==> src/rtl/median_filter_pipe.sv <==
// median_filter_pipe
// ------------------
// Pipelined 3x3 window statistics filter for the image-denoising datapath.
// Each accepted window carries its own mode, so results come out in order and
// can be median, rounded mean, min or max, chosen window by window.
// A window accepted at edge N produces its result (wr=1) after edge N+3.
// The pipeline has four register ranks:
//   - input capture
//   - row sort and row sums
//   - cross-row reduction
//   - output select
// All four ranks freeze while en=0.
//
// Build option: define FILTER_ADAPTIVE_EN to make median mode impulse-adaptive.
// In that build the median replaces the centre pixel only when
// |centre - median| > THRESH; otherwise the centre passes through unchanged.
//
// Ports:
//   clk                      clock, all state on rising edge
//   rst                      asynchronous active-high reset
//   en                       pipeline advance enable (0 freezes every stage)
//   act                      input window valid, sampled when en=1
//   mode[1:0]                00 median, 01 mean, 10 min, 11 max
//   sw_pixels1..9[PIX_W]     window pixels, row-major, sw_pixels5 is the centre
//   wr                       one-cycle result valid pulse
//   cl_pixel[PIX_W]          filtered pixel, holds between results
//   done                     pulses together with the NPIX-th wr
//   out_cnt[CNT_W]           results emitted since reset or last done
module median_filter_pipe #(
  parameter int PIX_W  = 8,
  parameter int NPIX   = 65536,
  parameter int CNT_W  = 17,
  parameter int THRESH = 40
) (
  input  logic             clk,
  input  logic             rst,
  input  logic             en,
  input  logic             act,
  input  logic [1:0]       mode,
  input  logic [PIX_W-1:0] sw_pixels1,
  input  logic [PIX_W-1:0] sw_pixels2,
  input  logic [PIX_W-1:0] sw_pixels3,
  input  logic [PIX_W-1:0] sw_pixels4,
  input  logic [PIX_W-1:0] sw_pixels5,
  input  logic [PIX_W-1:0] sw_pixels6,
  input  logic [PIX_W-1:0] sw_pixels7,
  input  logic [PIX_W-1:0] sw_pixels8,
  input  logic [PIX_W-1:0] sw_pixels9,
  output logic             wr,
  output logic [PIX_W-1:0] cl_pixel,
  output logic             done,
  output logic [CNT_W-1:0] out_cnt
);

  localparam int SUM_W = PIX_W + 4;
  localparam int ROW_W = PIX_W + 2;
  localparam logic [CNT_W-1:0] LAST_CNT = CNT_W'(NPIX - 1);
  localparam logic [PIX_W:0]   THRESH_V = (PIX_W+1)'(THRESH);

`ifdef FILTER_ADAPTIVE_EN
  localparam bit ADAPTIVE_EN = 1'b1;
`else
  localparam bit ADAPTIVE_EN = 1'b0;
`endif

  function automatic logic [PIX_W-1:0] fMin(input logic [PIX_W-1:0] a, input logic [PIX_W-1:0] b);
    return (a < b) ? a : b;
  endfunction

  function automatic logic [PIX_W-1:0] fMax(input logic [PIX_W-1:0] a, input logic [PIX_W-1:0] b);
    return (a > b) ? a : b;
  endfunction

  // Median of three without a full sort; exact under ties.
  function automatic logic [PIX_W-1:0] fMed3(input logic [PIX_W-1:0] a, input logic [PIX_W-1:0] b,
                                             input logic [PIX_W-1:0] c);
    return fMax(fMin(a, b), fMin(fMax(a, b), c));
  endfunction

  // Input capture rank
  logic [8:0][PIX_W-1:0] r0_pix;
  logic [1:0]            r0_mode;
  logic                  r0_vld;

  // Row-sorted rank
  logic [2:0][PIX_W-1:0] r1_lo, r1_mid, r1_hi;
  logic [2:0][ROW_W-1:0] r1_rowSum;
  logic [PIX_W-1:0]      r1_ctr;
  logic [1:0]            r1_mode;
  logic                  r1_vld;

  // Reduced rank
  logic [PIX_W-1:0] r2_maxLo, r2_medMid, r2_minHi, r2_gMin, r2_gMax, r2_ctr;
  logic [SUM_W-1:0] r2_sum;
  logic [1:0]       r2_mode;
  logic             r2_vld;

  logic [2:0][PIX_W-1:0] w_lo, w_mid, w_hi;
  logic [2:0][ROW_W-1:0] w_rowSum;
  logic [SUM_W-1:0]      w_sum, w_meanFull;
  logic [PIX_W-1:0]      w_mean, w_median, w_absDiff, w_medOut, w_result;
  logic                  w_impulse;

  // Sort each row into lo/mid/hi and form its sum.
  always_comb begin
    w_lo     = '0;
    w_mid    = '0;
    w_hi     = '0;
    w_rowSum = '0;
    for (int r = 0; r < 3; r++) begin
      w_lo[r]     = fMin(fMin(r0_pix[3*r], r0_pix[3*r+1]), r0_pix[3*r+2]);
      w_hi[r]     = fMax(fMax(r0_pix[3*r], r0_pix[3*r+1]), r0_pix[3*r+2]);
      w_mid[r]    = fMed3(r0_pix[3*r], r0_pix[3*r+1], r0_pix[3*r+2]);
      w_rowSum[r] = ROW_W'(r0_pix[3*r]) + ROW_W'(r0_pix[3*r+1]) + ROW_W'(r0_pix[3*r+2]);
    end
  end

  assign w_sum = SUM_W'(r1_rowSum[0]) + SUM_W'(r1_rowSum[1]) + SUM_W'(r1_rowSum[2]);

  // Classic 3x3 median network: median of (max of lows, median of mids, min of highs).
  assign w_median = fMed3(r2_maxLo, r2_medMid, r2_minHi);

  // Exact rounded mean; the upper quotient bits are always zero for a legal
  // sum, the saturation only exists so every quotient bit is accounted for.
  assign w_meanFull = (r2_sum + SUM_W'(4)) / SUM_W'(9);
  assign w_mean     = (|w_meanFull[SUM_W-1:PIX_W]) ? '1 : w_meanFull[PIX_W-1:0];

  // Impulse detector; only steers the output in the adaptive build.
  assign w_absDiff = (r2_ctr > w_median) ? (r2_ctr - w_median) : (w_median - r2_ctr);
  assign w_impulse = ({1'b0, w_absDiff} > THRESH_V);
  assign w_medOut  = (!ADAPTIVE_EN || w_impulse) ? w_median : r2_ctr;

  always_comb begin
    w_result = w_medOut;
    case (r2_mode)
      2'b00:   w_result = w_medOut;
      2'b01:   w_result = w_mean;
      2'b10:   w_result = r2_gMin;
      default: w_result = r2_gMax;
    endcase
  end

  // Datapath ranks; every rank advances only on en, so a stall freezes the
  // whole pipe and a resumed pipe continues exactly where it stopped.
  always_ff @(posedge clk or posedge rst) begin
    if (rst) begin
      r0_pix    <= '0;
      r0_mode   <= '0;
      r0_vld    <= 1'b0;
      r1_lo     <= '0;
      r1_mid    <= '0;
      r1_hi     <= '0;
      r1_rowSum <= '0;
      r1_ctr    <= '0;
      r1_mode   <= '0;
      r1_vld    <= 1'b0;
      r2_maxLo  <= '0;
      r2_medMid <= '0;
      r2_minHi  <= '0;
      r2_gMin   <= '0;
      r2_gMax   <= '0;
      r2_ctr    <= '0;
      r2_sum    <= '0;
      r2_mode   <= '0;
      r2_vld    <= 1'b0;
    end else if (en) begin
      r0_pix    <= {sw_pixels9, sw_pixels8, sw_pixels7, sw_pixels6, sw_pixels5,
                    sw_pixels4, sw_pixels3, sw_pixels2, sw_pixels1};
      r0_mode   <= mode;
      r0_vld    <= act;
      r1_lo     <= w_lo;
      r1_mid    <= w_mid;
      r1_hi     <= w_hi;
      r1_rowSum <= w_rowSum;
      r1_ctr    <= r0_pix[4];
      r1_mode   <= r0_mode;
      r1_vld    <= r0_vld;
      r2_maxLo  <= fMax(fMax(r1_lo[0], r1_lo[1]), r1_lo[2]);
      r2_medMid <= fMed3(r1_mid[0], r1_mid[1], r1_mid[2]);
      r2_minHi  <= fMin(fMin(r1_hi[0], r1_hi[1]), r1_hi[2]);
      r2_gMin   <= fMin(fMin(r1_lo[0], r1_lo[1]), r1_lo[2]);
      r2_gMax   <= fMax(fMax(r1_hi[0], r1_hi[1]), r1_hi[2]);
      r2_ctr    <= r1_ctr;
      r2_sum    <= w_sum;
      r2_mode   <= r1_mode;
      r2_vld    <= r1_vld;
    end
  end

  // Output rank and frame counter: cl_pixel only changes on a real result,
  // and the NPIX-th result wraps the counter and raises done in one update.
  always_ff @(posedge clk or posedge rst) begin
    if (rst) begin
      wr       <= 1'b0;
      done     <= 1'b0;
      cl_pixel <= '0;
      out_cnt  <= '0;
    end else if (!en) begin
      wr   <= 1'b0;
      done <= 1'b0;
    end else begin
      wr   <= r2_vld;
      done <= 1'b0;
      if (r2_vld) begin
        cl_pixel <= w_result;
        if (out_cnt == LAST_CNT) begin
          out_cnt <= '0;
          done    <= 1'b1;
        end else begin
          out_cnt <= out_cnt + 1'b1;
        end
      end
    end
  end

endmodule
==> config.mk <==
export PLATFORM = sky130hd
export DESIGN_NAME = median_filter_pipe
export DESIGN_NICKNAME = d
export VERILOG_FILES = /design/src/rtl/median_filter_pipe.sv
export SDC_FILE = /design/constraint.sdc
export NUM_CORES = 1
export LEC_CHECK = 0
export BUFFER_PORTS_ARGS = -buffer_cell sky130_fd_sc_hd__buf_2
export CORE_AREA = 8 8 203 205
export CTS_CLUSTER_SIZE = 8
export DETAILED_ROUTE_END_ITERATION = 7
export DIE_AREA = 0 0 211 213
export PLACE_DENSITY_LB_ADDON = 0.1
export SLEW_MARGIN = 20
export SYNTH_ARGS = -nofsm -noshare
export SYNTH_HDL_FRONTEND = slang
export SYNTH_SLANG_ARGS = --single-unit
==> constraint.sdc <==
create_clock -name clk -period 24.1 [get_ports clk]
set_clock_uncertainty 0.1 [all_clocks]
set_input_delay 2.41 -clock clk [delete_from_list [all_inputs] [get_ports clk]]
set_output_delay 2.41 -clock clk [all_outputs]
set_load 0.1 [all_outputs]
==> results.md <==
- Initial Util: 0.539
- Sequential fraction of the synthesis area: 0.319
- Crit path depth: 28
- Post-synth EDFFs: 0
- GRT Util Overall: 0.250
- Yosys reg bits: between 200 and 300
- Pin count of the biggest net entering global routing: 128
- Share of layout cells above drive strength 1: 0.149
- Max Slew Vio Count: 0
- Drt first pass iters: 5
- Input/output buffers: 104
- Via density: 5.82
- Largest family of logic cells by synthesized area: compound AO/OA/AOI/OAI gates
- Worst-Skew Late Latency: between 0.5 and 0.6 ns
- Nets: around 2,600
- Mapped Nets: around 2,600
- Cell with the most instances after synthesis: dfrtp_1
- Post-synth top area cell: dfrtp_1
- Most used DFF post-synth: dfrtp_1
- Startpoint Class: flop
- Core area: approximately 38,000 sq um
- Sinks on Clock Net: roughly 260
- Initial antenna violation count: 0
- DR iter-0 viols: between 1,000 and 1,500
- Compound-Gate Fraction of Synth Area: 0.187
- Cells after Synth: roughly 2,200
- Largest cells by area after synthesis: dfrtp_1, ha_1, mux2_2
- CP Buf/Inv Count: 0
- CP Class: reg -> reg
- Mapped Avg Cell Area: ~9.2 sq um
- Ant diodes: 0
- Crit path DAT: ~7.4 ns
- Crit path largest cell delay: around 0.73 ns
- H-tree depth: 2
- Global route overflow: 0
- Clock Pin Slew Worst Setup and Hold Paths: 0.05 ns
- Fillers: 3,364
- Cts hold-fix bufs: 0
- Status: complete, no violations
- Die width: approximately 210 um
- Placed Cells incl. Taps: around 2,800
- Final min period: 7.02 ns
- RSZ-0062 raised after global routing: no
- Area growth syn-to-layout: 9.56%
- Routed Antenna Nets: 0
- Hold path cells: 2
- Die ar.: 44,900 sq um
- Most instantiated cells after synthesis: dfrtp_1, o21ai_0, nand2_1, ha_1, inv_1
- Global-route wire length before repair: around 90 mm
- Ys async rst share: 1.00
- TritonCTS Buffers: 39
- Tcrit/Tclk final: 0.291
- Relative slew slack: 0.272
- Most common cell on crit path: o21a_1
- GPL Wtd Cong: ~0.94
- Max Clock Freq: about 140 MHz
- CTS tree: built
- CTS Root Cell: clkbuf_16
- Final cell count without fillers: between 2,000 and 3,000
- Vias after detailed routing: about 16,000
- Post-Synth XOR/XNOR Area: 0.0255
- Critical Path Slowest Stage Cell: a21oi_1
- # rows: 72
- Final setup viols: 0
- Clk buf depth: 3
- Synth Cell Area: ~21,000 sq um
- Setup Total Neg Slack: 0 ns
- Multi-input logic area: about 13,000 sq um
- Yosys warns: 0
- CP top delay family: compound AO/OA/AOI/OAI gates
- DR DRC count: 0
- Max FO, Critical Path: 15
- Synth Area in Adders: 0.172
- Total wire length: 55.4 mm
- Post-CTS Setup Inserts: 0
- Cells on worst reg2reg path: 28
- Post-route cell area: about 22,000 sq um
- CTS-repair resized insts: 0
- Number of global-route vias before repair: 16,372
- Count of final hold-check violations: 0
- I/O pins: around 110
- Max cap viols: 0
- Chip Height: around 210 um
- WP data required: between 20 and 25 ns
- Hpwl dp: around 43 mm
- DP Area: around 21,000 sq um
- Routed WL per cell: about 20 um
- Hold Path Class: reg -> reg
- Worst-Margin Slew: roughly 1.1 ns
- Critical path endpoint category: flop
- Synth top area share: 0.319
- Simple-Gate Fraction of Synth Area: 0.119
- Unique masters post-synth: between 90 and 100
- Area of all sequential standard cells: 6560 sq um
- Post-synthesis mux area share: 0.125
cell families (layout without fill, tap and decap cells):
kind of cell             after synthesis  count (layout)
AO/OA/AOI/OAI                        629             629
AND/OR/NAND/NOR                      517             517
buffers and inverters                270             351
flip-flops                           262             262
adder cells (fa/ha/maj)              260             260
multiplexers                         235             235
XOR/XNOR                              59              59
worst reg2reg max path, delay by kind of cell, from the launching register on:
kind	cells	cell delay, ns
AOI/OAI and AO/OA	18	4.29
adders and majority gates	3	0.90
muxes	2	0.76
and+or+nand+nor	5	0.49
DFF	1	0.40
layer usage:
layer / GRT usage / up-vias / wire, um
li1: - / 8052 / -
met1: 0.323 / 7934 / 24700
met2: 0.428 / 389 / 26600
met3: 0.0326 / 96 / 2440
met4: 0.0845 / 0 / 1600
met5: 0 / - / 0
worst paths after layout:
kind | from | endpoint | slack [ns]
max | r1_mid[1] | r2_medMid[3] | 17.08
min | cl_pixel[7] | cl_pixel[7] | 0.36
max reg2reg | r1_mid[1] | r2_medMid[3] | 17.08
min reg2reg | cl_pixel[7] | cl_pixel[7] | 0.36
max in group asynchronous | rst | r2_minHi[4] | 19.64
min in group asynchronous | rst | out_cnt[7] | 1.92
per-stage QoR:
stage | util | hold WS, ns | setup WS (ns)
final | 0.590 | 0.363 | 17.08
after global placement | 0.562 | 0.354 | 16.98
after floorplan | - | 0.348 | 14.38
after detailed placement | 0.562 | 0.355 | 17.08
after CTS | 0.590 | 0.366 | 17.04
after global routing | 0.590 | 0.396 | 16.38
sequential cells by signal, summed over array words and instances, names as in the netlist, 12 cells and up:
signal     flops
r0_pix        72
r1_rowSum     30
r1_hi         24
r1_lo         24
r1_mid        24
out_cnt       17
r2_sum        12
cells in the final DEF (no fill, tap or decap), types with 32 or more instances in the layout:
cell,n
dfrtp_1,262
o21ai_0,259
nand2_1,241
ha_1,220
inv_1,192
a21oi_1,141
mux2_2,138
buf_2,103
mux2i_1,93
nor2_1,87
clkbuf_16,41
nand2b_1,40
xnor2_1,38
fa_1,38
a21o_1,36
nand4_1,33
o21a_1,33
o211ai_1,32
final cells by class:
class,instances,share of cell area
clock buffer,46,0.0473
timing repair buffer,110,0.0256
multi-input combinational,1700,0.574
inverter,194,0.0327
sequential,262,0.291
clock inverter,1,0.000222
tap,518,0.0288
Power is not shown: default switching activity piles up to over one toggle a cycle in this logic, so the estimate is an artifact.
